===== config.mk =====
export PLATFORM = sky130hd
export DESIGN_NAME = llc_snoop_responder
export DESIGN_NICKNAME = d
export VERILOG_FILES = /design/src/rtl/llc_snoop_responder.sv
export SDC_FILE = /design/constraint.sdc
export NUM_CORES = 2
export LEC_CHECK = 0
export CAP_MARGIN = 10
export CORE_MARGIN = 3
export CORE_UTILIZATION = 44
export DETAILED_ROUTE_END_ITERATION = 10
export DONT_BUFFER_PORTS = 1
export SLEW_MARGIN = 0
export SYNTH_ARGS = -nofsm -noshare
export SYNTH_HDL_FRONTEND = slang
export SYNTH_SLANG_ARGS = --single-unit
export TNS_END_PERCENT = 30

===== constraint.sdc =====
create_clock -name i_clk -period 7.9 [get_ports i_clk]
set_input_delay 1.185 -clock i_clk [delete_from_list [all_inputs] [get_ports i_clk]]
set_output_delay 1.185 -clock i_clk [all_outputs]
set_load 0.03 [all_outputs]

===== src/rtl/llc_snoop_responder.sv =====
// -----------------------------------------------------------------------------
// llc_snoop_responder
// Bus-side snoop responder for the last-level cache model. Keeps a shadow
// tag/MESI directory written by the local cache through the update port,
// answers snooped bus operations with HIT / HITM / NOHIT, applies the MESI
// downgrade or invalidate, and on HITM issues a line writeback over a
// valid/ready handshake.
//
// Ports:
//   i_clk, i_rst            clock, synchronous active-high reset
//   i_snp_valid/o_snp_ready snoop request handshake
//   i_snp_op, i_snp_addr    0=READ 1=WRITE 2=RWIM 3=INVALIDATE, address
//   o_rsp_valid/o_rsp_result one-cycle result pulse, 0=NOHIT 1=HIT 2=HITM
//   o_wb_valid/i_wb_ready   writeback handshake, o_wb_addr line address
//   i_upd_*                 local directory write (set/tag, way, MESI)
//   o_proto_err             sticky protocol-violation flag
//   o_hit_count/o_hitm_count statistics counters
//
// Optional feature: define SNOOP_STATS_EN to build the saturating HIT/HITM
// counters; otherwise both counter outputs are tied to zero.
// -----------------------------------------------------------------------------
module llc_snoop_responder #(
    parameter int ADDR_SIZE   = 32,
    parameter int OFFSET_SIZE = 6,
    parameter int INDEX_SIZE  = 4,
    parameter int N_WAY       = 4,
    parameter int TAG_SIZE    = ADDR_SIZE - INDEX_SIZE - OFFSET_SIZE,
    parameter int WAY_W       = $clog2(N_WAY)
) (
    input  logic                 i_clk,
    input  logic                 i_rst,
    input  logic                 i_snp_valid,
    output logic                 o_snp_ready,
    input  logic [1:0]           i_snp_op,
    input  logic [ADDR_SIZE-1:0] i_snp_addr,
    output logic                 o_rsp_valid,
    output logic [1:0]           o_rsp_result,
    output logic                 o_wb_valid,
    input  logic                 i_wb_ready,
    output logic [ADDR_SIZE-1:0] o_wb_addr,
    input  logic                 i_upd_valid,
    input  logic [ADDR_SIZE-1:0] i_upd_addr,
    input  logic [WAY_W-1:0]     i_upd_way,
    input  logic [1:0]           i_upd_mesi,
    output logic                 o_proto_err,
    output logic [15:0]          o_hit_count,
    output logic [15:0]          o_hitm_count
);
    localparam int NUM_SETS = 1 << INDEX_SIZE;

    localparam logic [1:0] MESI_I = 2'd0, MESI_S = 2'd1, MESI_E = 2'd2, MESI_M = 2'd3;
    localparam logic [1:0] OP_READ = 2'd0, OP_WRITE = 2'd1, OP_RWIM = 2'd2, OP_INV = 2'd3;
    localparam logic [1:0] RES_NOHIT = 2'd0, RES_HIT = 2'd1, RES_HITM = 2'd2;

    typedef enum logic [1:0] {ST_IDLE, ST_LOOKUP, ST_RESPOND, ST_WRITEBACK} state_t;

    state_t                r_state;
    logic                  r_snp_ready;
    logic                  r_rsp_valid;
    logic [1:0]            r_rsp_result;
    logic                  r_wb_valid;
    logic [ADDR_SIZE-1:0]  r_wb_addr;
    logic                  r_proto_err;
    logic [1:0]            r_op;
    logic [INDEX_SIZE-1:0] r_set;
    logic [TAG_SIZE-1:0]   r_tag;
    logic [WAY_W-1:0]      r_hit_way;
    logic [1:0]            r_new_mesi;
    logic                  r_wr_en;

    logic [TAG_SIZE-1:0]   r_dir_tag  [NUM_SETS][N_WAY];
    logic [1:0]            r_dir_mesi [NUM_SETS][N_WAY];

    logic                  w_hit;
    logic                  w_multi;
    logic [WAY_W-1:0]      w_hit_way;
    logic [1:0]            w_old_mesi;
    logic [1:0]            w_result;
    logic [1:0]            w_new_mesi;
    logic                  w_wr_en;
    logic                  w_err;
    logic                  w_unused_offset;

    wire [INDEX_SIZE-1:0] w_snp_set = i_snp_addr[OFFSET_SIZE +: INDEX_SIZE];
    wire [TAG_SIZE-1:0]   w_snp_tag = i_snp_addr[ADDR_SIZE-1 -: TAG_SIZE];
    wire [INDEX_SIZE-1:0] w_upd_set = i_upd_addr[OFFSET_SIZE +: INDEX_SIZE];
    wire [TAG_SIZE-1:0]   w_upd_tag = i_upd_addr[ADDR_SIZE-1 -: TAG_SIZE];

    // Byte-offset bits carry no meaning for a line-granular directory.
    assign w_unused_offset = ^{i_snp_addr[OFFSET_SIZE-1:0], i_upd_addr[OFFSET_SIZE-1:0]};

    // Way compare for the latched set/tag; scanning downward leaves the lowest matching way.
    always_comb begin
        w_hit      = 1'b0;
        w_multi    = 1'b0;
        w_hit_way  = {WAY_W{1'b0}};
        w_old_mesi = MESI_I;
        for (int w = N_WAY - 1; w >= 0; w--) begin
            if (r_dir_mesi[r_set][w] != MESI_I && r_dir_tag[r_set][w] == r_tag) begin
                w_multi    = w_multi | w_hit;
                w_hit      = 1'b1;
                w_hit_way  = WAY_W'(w);
                w_old_mesi = r_dir_mesi[r_set][w];
            end else begin
                w_multi = w_multi;
            end
        end
    end

    // MESI response/transition table; a miss presents as old state I.
    always_comb begin
        w_result   = RES_NOHIT;
        w_new_mesi = w_old_mesi;
        w_wr_en    = 1'b0;
        w_err      = w_multi;
        case (r_op)
            OP_READ: begin
                case (w_old_mesi)
                    MESI_M:          begin w_result = RES_HITM; w_new_mesi = MESI_S; w_wr_en = 1'b1; end
                    MESI_E, MESI_S:  begin w_result = RES_HIT;  w_new_mesi = MESI_S; w_wr_en = 1'b1; end
                    default:         w_wr_en = 1'b0;
                endcase
            end
            OP_WRITE: begin
                case (w_old_mesi)
                    MESI_M:  w_err = 1'b1;
                    default: w_wr_en = 1'b0;
                endcase
            end
            OP_RWIM: begin
                case (w_old_mesi)
                    MESI_M:          begin w_result = RES_HITM; w_new_mesi = MESI_I; w_wr_en = 1'b1; end
                    MESI_E, MESI_S:  begin w_result = RES_HIT;  w_new_mesi = MESI_I; w_wr_en = 1'b1; end
                    default:         w_wr_en = 1'b0;
                endcase
            end
            OP_INV: begin
                case (w_old_mesi)
                    MESI_S:          begin w_result = RES_HIT; w_new_mesi = MESI_I; w_wr_en = 1'b1; end
                    // Another cache invalidating a line we own exclusively is illegal.
                    MESI_E, MESI_M:  w_err = 1'b1;
                    default:         w_wr_en = 1'b0;
                endcase
            end
            default: w_wr_en = 1'b0;
        endcase
    end

    // Snoop FSM with registered handshake, response and writeback outputs.
    always_ff @(posedge i_clk) begin
        if (i_rst) begin
            r_state      <= ST_IDLE;
            r_snp_ready  <= 1'b0;
            r_rsp_valid  <= 1'b0;
            r_rsp_result <= RES_NOHIT;
            r_wb_valid   <= 1'b0;
            r_wb_addr    <= {ADDR_SIZE{1'b0}};
            r_proto_err  <= 1'b0;
            r_op         <= OP_READ;
            r_set        <= {INDEX_SIZE{1'b0}};
            r_tag        <= {TAG_SIZE{1'b0}};
            r_hit_way    <= {WAY_W{1'b0}};
            r_new_mesi   <= MESI_I;
            r_wr_en      <= 1'b0;
        end else begin
            r_rsp_valid <= 1'b0;
            case (r_state)
                ST_IDLE: begin
                    if (i_snp_valid && r_snp_ready) begin
                        r_op        <= i_snp_op;
                        r_set       <= w_snp_set;
                        r_tag       <= w_snp_tag;
                        r_snp_ready <= 1'b0;
                        r_state     <= ST_LOOKUP;
                    end else begin
                        r_snp_ready <= 1'b1;
                    end
                end
                ST_LOOKUP: begin
                    r_rsp_valid  <= 1'b1;
                    r_rsp_result <= w_result;
                    r_hit_way    <= w_hit_way;
                    r_new_mesi   <= w_new_mesi;
                    r_wr_en      <= w_wr_en;
                    r_proto_err  <= r_proto_err | w_err;
                    r_state      <= ST_RESPOND;
                end
                ST_RESPOND: begin
                    if (r_rsp_result == RES_HITM) begin
                        r_wb_valid <= 1'b1;
                        r_wb_addr  <= {r_tag, r_set, {OFFSET_SIZE{1'b0}}};
                        r_state    <= ST_WRITEBACK;
                    end else begin
                        r_snp_ready <= 1'b1;
                        r_state     <= ST_IDLE;
                    end
                end
                ST_WRITEBACK: begin
                    if (i_wb_ready) begin
                        r_wb_valid  <= 1'b0;
                        r_snp_ready <= 1'b1;
                        r_state     <= ST_IDLE;
                    end else begin
                        r_wb_valid <= 1'b1;
                    end
                end
                default: begin
                    r_snp_ready <= 1'b0;
                    r_state     <= ST_IDLE;
                end
            endcase
        end
    end

    // Directory storage; the update port is written last so it wins a same-entry collision.
    always_ff @(posedge i_clk) begin
        if (i_rst) begin
            for (int s = 0; s < NUM_SETS; s++) begin
                for (int w = 0; w < N_WAY; w++) begin
                    r_dir_tag[s][w]  <= {TAG_SIZE{1'b0}};
                    r_dir_mesi[s][w] <= MESI_I;
                end
            end
        end else begin
            if (r_state == ST_RESPOND && r_wr_en) begin
                r_dir_mesi[r_set][r_hit_way] <= r_new_mesi;
            end
            if (i_upd_valid) begin
                r_dir_tag[w_upd_set][i_upd_way]  <= w_upd_tag;
                r_dir_mesi[w_upd_set][i_upd_way] <= i_upd_mesi;
            end
        end
    end

`ifdef SNOOP_STATS_EN
    logic [15:0] r_hit_count;
    logic [15:0] r_hitm_count;

    // Saturating response statistics, counted on the response pulse.
    always_ff @(posedge i_clk) begin
        if (i_rst) begin
            r_hit_count  <= 16'h0000;
            r_hitm_count <= 16'h0000;
        end else begin
            if (r_rsp_valid && r_rsp_result == RES_HIT && r_hit_count != 16'hFFFF) begin
                r_hit_count <= r_hit_count + 16'h0001;
            end
            if (r_rsp_valid && r_rsp_result == RES_HITM && r_hitm_count != 16'hFFFF) begin
                r_hitm_count <= r_hitm_count + 16'h0001;
            end
        end
    end

    assign o_hit_count  = r_hit_count;
    assign o_hitm_count = r_hitm_count;
`else
    assign o_hit_count  = 16'h0000;
    assign o_hitm_count = 16'h0000;
`endif

    assign o_snp_ready  = r_snp_ready;
    assign o_rsp_valid  = r_rsp_valid;
    assign o_rsp_result = r_rsp_result;
    assign o_wb_valid   = r_wb_valid;
    assign o_wb_addr    = r_wb_addr;
    assign o_proto_err  = r_proto_err;

endmodule


==> impl_results.md <==
- CP max stage delay: 600 ps
- Slew Viols, Final: 0
- Status: complete, no violations
- Register Area: 47600 µm²
- Design Area, Final: 84900 µm²
- Net count reported at finish: 5526
- Final hold vios: 0
- Worst path depth: 16
- Die Y: 427 µm
- Total routed wirelength: 259000 µm
- Min Tclk post-route: 5780 ps
- Worst Reg-to-Reg Cells: 16
- RSZ-0062 raised after global routing: false
- Global route total overflow: 0
- Top Ports: 145
- Synthesized area: 77800 µm²
- R2R Path End: r_new_mesi[1]
- FP Rows: 153
- Share of the yosys chip area belonging to registers: 0.611
- Mean post-synth cell area: 13.7 µm²
- Post-route DRC violation count: 0
- Multi-input logic area: 27700 µm²
- Worst setup EP type: flip-flop
- Post-synth EDFFs: 1536
- Critical path data arrival time: 6520 ps
- Die ar.: 182000 µm²
- Max-cap violations: 0
- Worst EP required: 8640 ps
- Hold WC Path Type: in -> reg
- Setup TNS: 0 ps
- Initial DRT Pass Iterations: 7
- CP Max Fanout: 42
- Drt initial violations: 6360
- Hold buffer count at CTS: 0
- Gpl congestion: 0.969
- Layout cells sized above 1: 0.154
- Dpl cell area: 79400 µm²
- TritonCTS Sinks: 1607
- Cts bufs inserted: 174
- FILL cells: 14.9k
- Worst setup path endpoint: r_new_mesi[1]
- Critical path's slowest cell: buf_4
- First-pass GRT wire length: 361000 µm
- Via Count: 48.3k
- R2r setup slk: 2120 ps
- Max-Slew Margin vs Limit: 0.251
- CTS resizes: 0
- Antenna violations before repair: 21
- Drt wl/cell: 32.7 µm
- Setup Skew: 24.4 ps
- Top delay family on crit path: buffers and inverters
- Worst skew pair latency: 810 ps
- GRT Total Usage: 0.282
- Synth Register Bits: 1607
- Max Buffers Root-to-Sink: 3
- Detail Route Antenna Nets: 0
- CTS root buf: clkbuf_16
- Worst-Margin Slew: 1120 ps
- Synth cell types: 84
- Max Freq: 173 MHz
- Core ar.: 175000 µm²
- VDD IR max: 212 µV
- Startpoint types: flip-flop
- Routed vias/inst: 6.09
- CTS tree: built
- CP cell instances: buf_12, inv_4, buf_4, a221oi_1, a22oi_1, xor2_1, nand4b_1, nor4_2, nand3_1, mux2i_1, o21a_1, inv_1, ha_1, a31oi_1, o211ai_1, a21oi_1
- Async SR Flop Fraction: 0
- Largest net degree at the start of global routing: 136
- Leakage power: 28.3 nW
- Syn-to-layout area delta: 9.17%
- Die Wd: 427 µm
- Critical path buffers and inverters: 4
- # port buffers: 0
- Fin crit share: 0.732
- Initial Util: 0.445
- CTS clock-pin slew for the worst setup and hold paths: 60 ps
- H-tree Lvls: 4
- Synth Warn #: 0
- Setup Fix Bufs, Post-CTS: 0
- Synth Flop Type: edfxtp_1
- Kind of critical path: reg -> reg
- Power Density: 229 nW/µm²
- Vias in the first global route: 47.3k
- Mapped Cells: 5675
- WHS: 461 ps
- Final count of negative-setup-slack endpoints: 0
- DP Wirelength: 149000 µm
[state kept, by name (all words and copies together) (netlist names), 4 cells and up, named ones only]
name	count
r_tag	22
r_set	4
o_wb_addr	26
r_dir_tag	1408
r_dir_mesi	128
[through the flow]
step	total power [mW]	setup slack, ps	instances	util
floorplan	11.1	4090	5712	-
global placement	11.5	2410	7594	0.454
detailed placement	11.6	2340	7594	0.454
CTS	19.5	2310	7907	0.486
global route	19.9	2000	7909	0.486
finish	19.4	2120	7917	0.486
[cells in the mapped netlist (all sizes together) (12+ instances only)]
cell type,number,area share
nor4,24,0.0021
clkbuf,372,0.018
a22oi,56,0.0054
mux2i,260,0.034
nor2b,32,0.0026
a21oi,83,0.0053
nand3,54,0.0035
nand2,361,0.017
mux4,304,0.089
xnor2,63,0.0071
o22ai,15,0.0012
o211ai,19,0.0018
mux2,32,0.0046
o31ai,132,0.013
a22o,17,0.0019
o21ai,42,0.0027
nor2,158,0.0076
a211oi,12,0.0013
nand4,34,0.0027
or2,68,0.0055
buf,203,0.018
inv,18,0.00087
edfxtp,1536,0.59
xor2,22,0.0025
o21bai,65,0.0063
and2,1416,0.11
nor3,23,0.0015
a221oi,24,0.0028
nand2b,17,0.0014
dfxtp,71,0.018
[layout by cell type (no fill, tap or decap), types with 46 or more instances in the layout]
cell type	count
mux2i_1	258
o31ai_1	132
clkbuf_1	46
nand2_1	360
a21oi_1	83
dfxtp_1	67
nor2_1	92
or2_2	68
a22oi_1	56
xnor2_1	63
nand3_1	53
edfxtp_1	1536
o21bai_1	65
nor2_2	66
and2_1	1416
buf_4	121
clkbuf_16	179
mux4_2	285
[area by class of cell]
cell class | instances | area share
sequential | 1607 | 0.560
multi-input combinational | 3508 | 0.326
clock buffer | 234 | 0.0562
tap | 2325 | 0.0342
timing repair buffer | 132 | 0.0133
clock inverter | 79 | 0.00874
inverter | 22 | 0.00102
antenna | 10 | 0.000295
[power by group]
part | total [mW] | switching, mW | internal, mW
clock network | 8.03 | 3.46 | 4.57
logic | 1.50 | 0.962 | 0.538
registers | 9.90 | 0.155 | 9.74
[routing by layer]
metal | global-route usage | share of wire | up-vias
li1 | - | - | 20200
met1 | 0.384 | 0.39 | 24800
met2 | 0.440 | 0.46 | 2657
met3 | 0.0515 | 0.094 | 520
met4 | 0.132 | 0.051 | 2
met5 | 0 | 0.000050 | -
[worst min path at each step]
| stage | slack (ps) | endpoint | depth (start not counted) | startpoint |
|---|---|---|---|---|
| after detailed placement | 480 | r_hit_way[0] | 2 | r_hit_way[0] |
| after global routing | 420 | r_op[1] | 1 | i_rst |
| after global placement | 470 | r_hit_way[0] | 2 | r_hit_way[0] |
| after floorplan | 460 | r_hit_way[0] | 2 | r_hit_way[0] |
| after CTS | 410 | r_op[0] | 1 | i_rst |
| final | 460 | r_op[0] | 1 | i_rst |
[kinds of logic (layout without fill, tap and decap cells)]
kind of cell | after synthesis | after routing | synth area share
AO/OA/AOI/OAI | 535 | 535 | 0.0492
XOR/XNOR | 85 | 85 | 0.00957
adder cells (fa/ha/maj) | 6 | 6 | 0.000965
buffers and inverters | 597 | 467 | 0.0370
flip-flops | 1607 | 1607 | 0.611
multiplexers | 596 | 596 | 0.127
other | 1 | 48 | 0.0000482
AND/OR/NAND/NOR | 2248 | 2248 | 0.165
Power figures use the tool's default switching activity.
